===== src/rtl/interrupt_controller_pkg.sv =====
// Shared constants for the interrupt controller and the interrupt mux.
// Holds the register select codes, the FSM state encoding and the vector address.
package interrupt_controller_pkg;

  localparam logic [1:0] REG_CTRL    = 2'd0;
  localparam logic [1:0] REG_MASK    = 2'd1;
  localparam logic [1:0] REG_PENDING = 2'd2;
  localparam logic [1:0] REG_ACTIVE  = 2'd3;

  localparam logic [10:0] IRQ_VECTOR = 11'h004;

  typedef enum logic [1:0] {
    ST_IDLE    = 2'd0,
    ST_REQUEST = 2'd1,
    ST_SERVICE = 2'd2
  } irq_state_e;

endpackage


===== src/rtl/irq_pending_bank.sv =====
// Edge history and pending bits for the interrupt sources.
// Ports: clk_i, rst_ni, irq_src_i (levels), clr_i (clear mask), pending_o.
module irq_pending_bank #(
  parameter int NUM_SRC = 8
) (
  input  logic               clk_i,
  input  logic               rst_ni,
  input  logic [NUM_SRC-1:0] irq_src_i,
  input  logic [NUM_SRC-1:0] clr_i,
  output logic [NUM_SRC-1:0] pending_o
);

  logic [NUM_SRC-1:0] prev_q;
  logic [NUM_SRC-1:0] pending_q;
  logic [NUM_SRC-1:0] pending_d;
  logic [NUM_SRC-1:0] rise;

  assign rise = irq_src_i & ~prev_q;

  // A fresh edge beats any clear arriving in the same cycle.
  assign pending_d = (pending_q & ~clr_i) | rise;

  always_ff @(posedge clk_i or negedge rst_ni) begin
    if (!rst_ni) begin
      prev_q    <= '0;
      pending_q <= '0;
    end else begin
      prev_q    <= irq_src_i;
      pending_q <= pending_d;
    end
  end

  assign pending_o = pending_q;

endmodule


===== src/rtl/interrupt_controller.sv =====
// Single-level interrupt controller: pending/mask registers, one request
// to the decoder, ack/return tracking. Ports: instr_clock, reset_bar,
// irq_src, int_ack, int_return, reg_* bus, int_request, active_id.
module interrupt_controller
  import interrupt_controller_pkg::*;
#(
  parameter int NUM_SRC = 8,
  parameter int ID_W    = 4
) (
  input  logic               instr_clock,
  input  logic               reset_bar,
  input  logic [NUM_SRC-1:0] irq_src,
  input  logic               int_ack,
  input  logic               int_return,
  input  logic               reg_we,
  input  logic [1:0]         reg_sel,
  input  logic [15:0]        reg_wdata,
  output logic [15:0]        reg_rdata,
  output logic               int_request,
  output logic [ID_W-1:0]    active_id
);

  function automatic logic [ID_W-1:0] lowest_set(
    input logic [NUM_SRC-1:0] v
  );
    logic [ID_W-1:0] idx;
    idx = '0;
    for (int i = NUM_SRC - 1; i >= 0; i--) begin
      if (v[i]) idx = ID_W'(i);
    end
    return idx;
  endfunction

  irq_state_e         state_q;
  irq_state_e         state_d;
  logic [ID_W-1:0]    active_id_q;
  logic [ID_W-1:0]    active_id_d;
  logic [NUM_SRC-1:0] mask_q;
  logic [NUM_SRC-1:0] mask_d;
  logic               gen_q;
  logic               gen_d;

  logic [NUM_SRC-1:0] pending;
  logic [NUM_SRC-1:0] eligible;
  logic               any_elig;
  logic [ID_W-1:0]    winner;
  logic               ack_take;
  logic [NUM_SRC-1:0] w1c;
  logic [NUM_SRC-1:0] clr;
  logic               unused_wdata;

  assign eligible = pending & mask_q & {NUM_SRC{gen_q}};
  assign any_elig = |eligible;
  assign winner   = lowest_set(eligible);

  // An ack only counts while something is still eligible.
  assign ack_take = (state_q == ST_REQUEST) & int_ack & any_elig;

  irq_pending_bank #(
    .NUM_SRC (NUM_SRC)
  ) u_bank (
    .clk_i     (instr_clock),
    .rst_ni    (reset_bar),
    .irq_src_i (irq_src),
    .clr_i     (clr),
    .pending_o (pending)
  );

  always_ff @(posedge instr_clock or negedge reset_bar) begin
    if (!reset_bar) begin
      state_q <= ST_IDLE;
    end else begin
      state_q <= state_d;
    end
  end

  always_comb begin
    state_d = state_q;
    unique case (state_q)
      ST_IDLE: begin
        if (any_elig) state_d = ST_REQUEST;
      end
      ST_REQUEST: begin
        if (ack_take)       state_d = ST_SERVICE;
        else if (!any_elig) state_d = ST_IDLE;
      end
      ST_SERVICE: begin
        if (int_return) state_d = ST_IDLE;
      end
      default: state_d = ST_IDLE;
    endcase
  end

  always_comb begin
    active_id_d = active_id_q;
    clr         = w1c;
    if (ack_take) begin
      active_id_d = winner;
      clr         = w1c | (NUM_SRC'(1) << winner);
    end
  end

  always_comb begin
    mask_d = mask_q;
    gen_d  = gen_q;
    w1c    = '0;
    if (reg_we) begin
      unique case (1'b1)
        (reg_sel == REG_CTRL):    gen_d  = reg_wdata[0];
        (reg_sel == REG_MASK):    mask_d = reg_wdata[NUM_SRC-1:0];
        (reg_sel == REG_PENDING): w1c    = reg_wdata[NUM_SRC-1:0];
        default: ;
      endcase
    end
  end

  always_ff @(posedge instr_clock or negedge reset_bar) begin
    if (!reset_bar) begin
      active_id_q <= '0;
      mask_q      <= '0;
      gen_q       <= 1'b0;
    end else begin
      active_id_q <= active_id_d;
      mask_q      <= mask_d;
      gen_q       <= gen_d;
    end
  end

  always_comb begin
    reg_rdata = '0;
    unique case (1'b1)
      (reg_sel == REG_CTRL): begin
        reg_rdata[0]   = gen_q;
        reg_rdata[9:8] = state_q;
      end
      (reg_sel == REG_MASK): begin
        reg_rdata[NUM_SRC-1:0] = mask_q;
      end
      (reg_sel == REG_PENDING): begin
        reg_rdata[NUM_SRC-1:0] = pending;
      end
      default: begin
        reg_rdata[15]     = (state_q == ST_SERVICE);
        reg_rdata[ID_W-1:0] = active_id_q;
      end
    endcase
  end

  // REQUEST is entered and left on clock edges, so this is a registered output.
  assign int_request = (state_q == ST_REQUEST);
  assign active_id   = active_id_q;

  assign unused_wdata = ^reg_wdata[15:NUM_SRC];

endmodule


===== config.mk =====
export PLATFORM = sky130hd
export DESIGN_NAME = interrupt_controller
export DESIGN_NICKNAME = d
export VERILOG_FILES = /design/src/rtl/interrupt_controller_pkg.sv /design/src/rtl/irq_pending_bank.sv /design/src/rtl/interrupt_controller.sv
export SDC_FILE = /design/constraint.sdc
export NUM_CORES = 1
export LEC_CHECK = 0
export BUFFER_PORTS_ARGS = -buffer_cell sky130_fd_sc_hd__buf_2
export CAP_MARGIN = 20
export CORE_ASPECT_RATIO = 0.7
export CORE_UTILIZATION = 50
export CTS_CLUSTER_SIZE = 40
export DETAILED_ROUTE_END_ITERATION = 10
export PLACE_DENSITY = 0.78
export SYNTH_ARGS = -nofsm -noshare
export SYNTH_HDL_FRONTEND = slang
export SYNTH_HIERARCHICAL = 1
export SYNTH_SLANG_ARGS = --single-unit

===== constraint.sdc =====
create_clock -name instr_clock -period 2.75 [get_ports instr_clock]
set_input_delay 0.55 -clock instr_clock [delete_from_list [all_inputs] [get_ports instr_clock]]
set_output_delay 0.55 -clock instr_clock [all_outputs]
set_load 0.01 [all_outputs]

; Word level (Yosys, flattened, before mapping)
; Index checks and enable logic that the tools add are counted.
[word_totals]
ff_bits = 31
word_cells = 52
[classes]
n_eq_ne = 7
n_shift = 1
muxes = 21
n_bitwise = 10
reduce_logical = 7
[op_table]
columns = op, n
row1 = bitwise AND 8 bit, 4
row2 = 2-to-1 mux 4 bit, 6
row3 = 2-to-1 mux 8 bit, 3
row4 = NOT 8 bit, 2
row5 = bitwise OR 8 bit, 2
row6 = 2-to-1 mux 2 bit, 5
row7 = case mux 3 bit (3 select lines), 1
row8 = case mux 4 bit (2 select lines), 1
row9 = OR reduction 8 bit, 1
row10 = "left shift 1 x 4 -> 8 bit, first input constant", 1
row11 = 2-to-1 mux 3 bit, 2
row12 = case mux 2 bit (3 select lines), 1
row13 = "== test 2 x 1 -> 1 bit, second input constant", 2
row14 = "== test 2 bit, second input constant", 2
row15 = logical NOT 2 bit, 2
row16 = "!= test 2 bit, second input constant", 2
row17 = AND reduction 2 bit, 2
row18 = "!= test 3 x 2 -> 1 bit, second input constant", 1
row19 = case mux 1 bit (3 select lines), 1
row20 = AND reduction 3 bit, 1
row21 = OR reduction 3 bit, 1
row22 = bitwise AND 1 bit, 2
row23 = 2-to-1 mux 1 bit, 1

; Longest topological paths before layout
[depth]
ltp_word = 16
depth_mapped = 8
ltp_nobuf = 6

; Modules after synthesis
; Netlist, hierarchy kept.
[modules_own_cells]
columns = module, n_inst, cells_each, area_per_inst_um2, seq_area_each_um2
row1 = interrupt_controller, 1, 117, 1096.1, 350.3
row2 = irq_pending_bank, 1, 40, 560.5, 400.4

; Least setup slack after synthesis
; No wires, ideal clock.
[synth_path]
path_kind = input to output
startpoint = input port reg_sel[0]
endpoint = output port reg_rdata[0]
arrival_ns = 1.385
required_time_ns = 2.200
slack_ns = 0.815
cell_stages = 5
cell_sequence = inv_1 -> ha_1 -> clkbuf_1 -> a222oi_1 -> mux2i_1
[synth_via]
elab_chain_len = 2
[synth_rtl]
columns = item, line_no
row1 = start: declaration, interrupt_controller.sv:16  ; input logic [1:0] reg_sel,
row2 = == test 2 bit (tied with other cells), interrupt_controller.sv:139  ; (reg_sel == REG_PENDING): begin
row3 = case mux 1 bit (3 select lines) *, interrupt_controller.sv:131  ; unique case (1'b1)
row4 = end: declaration, interrupt_controller.sv:18  ; output logic [15:0] reg_rdata,
; Mark *: on every way between the ends. The rest lies on a longest branch, timed or not.

; Final worst setup path
; Ends and elaborated chain as after synthesis.

==> run metrics <==
DRC 6; PnR Total Power 1401 uW; clk_skew roughly 4.9 ps; Clk network pwr share 24.3%; Num Clock Sinks 30; first-pass GRT wire length 5.989 mm; EDFF count, synth 0; fraction of layout instances using a drive strength above 1 32.82%; initial antenna violation count 0; dominant synthesized flop cell dfrtp_1; gp weighted congestion between 0.8 and 0.9; r2r startpoint mask_q[4]; Hold Path Class input pin to async pin; Max Clk Rate approximately 450 MHz; post-synthesis simple-gate area fraction between 10% and 20%; hold buffer count at CTS 0; combinational share of power between 30% and 40%; Final nets 232; Flop pwr share between 40% and 50%; vias around 1300; Yosys reg bits 30; Clock Tree Root clkbuf_8; PwrDens 727.2 nW/um^2; Die Footprint 3551 um^2; CTS tree done; Seq/Total Area, Yosys between 40% and 50%; Fin Setup TNS 0 ps; unrepaired setup endpoints after global routing false; Longest Clk Path Bufs 2; Setup Buffers After CTS 0; Rows 17; htree depth 2; Worst Setup SP reg_sel[0]; # fillers 280; Diodes inserted 0; Routed Antenna Nets 0; total CTS buffers 5; switching share of power between 30% and 40%; post-synth top area cell dfrtp_1; status finished with violations; CTS resizes 0; Hold Fails Final Rpt 0; Routed WL per cell approximately 16 um; failing checks design-rule violations; most frequent cell after synthesis dfrtp_1; clock slew seen by the registers of the worst setup and hold paths roughly 60 ps; total gr overflow 0; Synth Cell Area between 1500 and 2000 um^2; largest net degree at the start of global routing 31; max cap viols 0; area share of the largest cell type after synthesis between 40% and 50%; Avg Cell Area, Syn 10.55 um^2; vias in the first global route about 1200; post-synthesis xor/xnor area fraction 0%; leading cell types by total area after synthesis dfrtp_1 45%, mux2_2 6.1%, o22ai_2 6.0%; placed insts ~230; final wirelength around 3.7 mm; IO Pins 52; First DRT Iteration DRCs ~160; Setup Viol. Count Final 0; Crit path required time about 2200 ps; Setup WS post-layout between 500 and 600 ps; Synth cell types 35; final std cells w/o fill approximately 230; initial core utilization a little over half; Synth Area in Compound Gates 23.49%; WP data arrival 1670 ps; most frequent cells after synthesis 30 x dfrtp_1, 20 x inv_1, 13 x nand2_1, 11 x a22oi_1, 9 x mux2_2; Sw Pwr 476.4 uW; Max Slew Vio Count 0; Post-synth ARST share 100.0%; min cycle time layout 2224 ps; Slew @ Worst Pin about 660 ps; Period Utilization, post-route between 80% and 90%; Setup crit end kind output port; later-pin clock latency in the skew report 280 ps; Crit Path Max Fanout 9; Die H roughly 50 um; peak supply drop ~340 uV; critical path class input pin to output port; internal power between 900 and 1000 uW; Global Route Usage Sum 23.02%; First-pass DRT Iterations 11; Post-DP HPWL approximately 2.6 mm; adder-cell share of the synthesized area around 3.8%; Rel. slew slack 56.00%; drt via density roughly 5.7; pre-CTS setup slack about 530 ps; hold slack a little over 300 ps; Synth warnings 6; largest family of logic cells by synthesized area compound AO/OA/AOI/OAI gates; Cells after Synth around 160; Critical Path Start Type input pin; P_leak 0.0009870 uW; core box area around 3100 um^2; chip width ~71 um; post-synthesis mux area share approximately 7.3%; PortBufs 37; Area growth syn-to-layout 16.31%
worst max-delay path, stage by stage:
cell      delay [ps]
buf_2            120
inv_1             60
ha_1             320
a222oi_1         350
mux2i_1          120
buf_2            150
logic make-up (layout without fill, tap and decap cells):
kind of cell             count (synthesis)  after routing
AO/OA/AOI/OAI                           44             44
adder cells (fa/ha/maj)                  5              5
buffers and inverters                   30             63
flip-flops                              30             30
multiplexers                            11             11
other                                    1              6
AND/OR/NAND/NOR                         36             36
final cells by class:
cell class	count	area [um^2]	area share, %
Clock buffer	6	82.58	4.286
Inverter	20	75.07	3.896
Multi-Input combinational cell	102	785.8	40.78
Sequential cell	30	750.7	38.96
Tap cell	38	47.55	2.468
Timing Repair Buffer	37	185.2	9.610
power by group through the flow:
stage / registers (uW) / clock network, uW / logic [uW]
3_5_place_dp: 626 / 0 / 433
3_3_place_gp: 619 / 0 / 420
4_1_cts: 619 / 349 / 437
6_report: 621 / 340 / 440
2_1_floorplan: 610 / 0 / 303
5_1_grt: 638 / 367 / 484
sequential cells by signal, summed over array words and instances (netlist names):
signal            flops
mask_q                8
u_bank/pending_o      8
u_bank/prev_q         8
active_id             3
state_q               2
gen_q                 1
routing by layer:
| layer | global-route usage, % | wire length (um) | up-vias |
|---|---|---|---|
| li1 | - | - | 623 |
| met1 | 30.62 | 1623 | 623 |
| met2 | 36.06 | 1651 | 70 |
| met3 | 7.430 | 348 | 8 |
| met4 | 7.333 | 44 | 0 |
| met5 | 0 | 0 | - |
worst paths after layout:
kind	to	slack (ps)	cells after the start
setup / recovery	reg_rdata[0]	530	6
hold / removal	u_bank/prev_q[5]	300	1
setup reg to reg	u_bank/pending_o[2]	1000	5
hold reg to reg	u_bank/pending_o[6]	430	1
max in group asynchronous	u_bank/pending_o[1]	2020	1
min in group instr_clock	u_bank/prev_q[0]	390	1
cells in the final DEF, fill, tap and decap left out, types with 2 or more instances in the layout:
| master | n |
|---|---|
| nor2b_1 | 5 |
| inv_1 | 20 |
| buf_2 | 37 |
| nand2_1 | 13 |
| dfrtp_1 | 30 |
| clkbuf_8 | 6 |
| a21oi_1 | 3 |
| mux2i_1 | 2 |
| conb_1 | 6 |
| o22ai_2 | 8 |
| mux2_2 | 9 |
| nor3_1 | 3 |
| a22o_1 | 8 |
| o21ai_0 | 3 |
| and3b_1 | 2 |
| nor2_1 | 4 |
| a22oi_1 | 11 |
| ha_1 | 5 |
| and2_1 | 5 |
per-stage QoR:
stage	area, um^2	utilization [%]
finish	1927	61.21
global route	1927	61.21
CTS	1927	61.21
detailed placement	1844	58.59
global placement	1844	58.59
floorplan	1675	-
(Power assumes the default switching activity.)
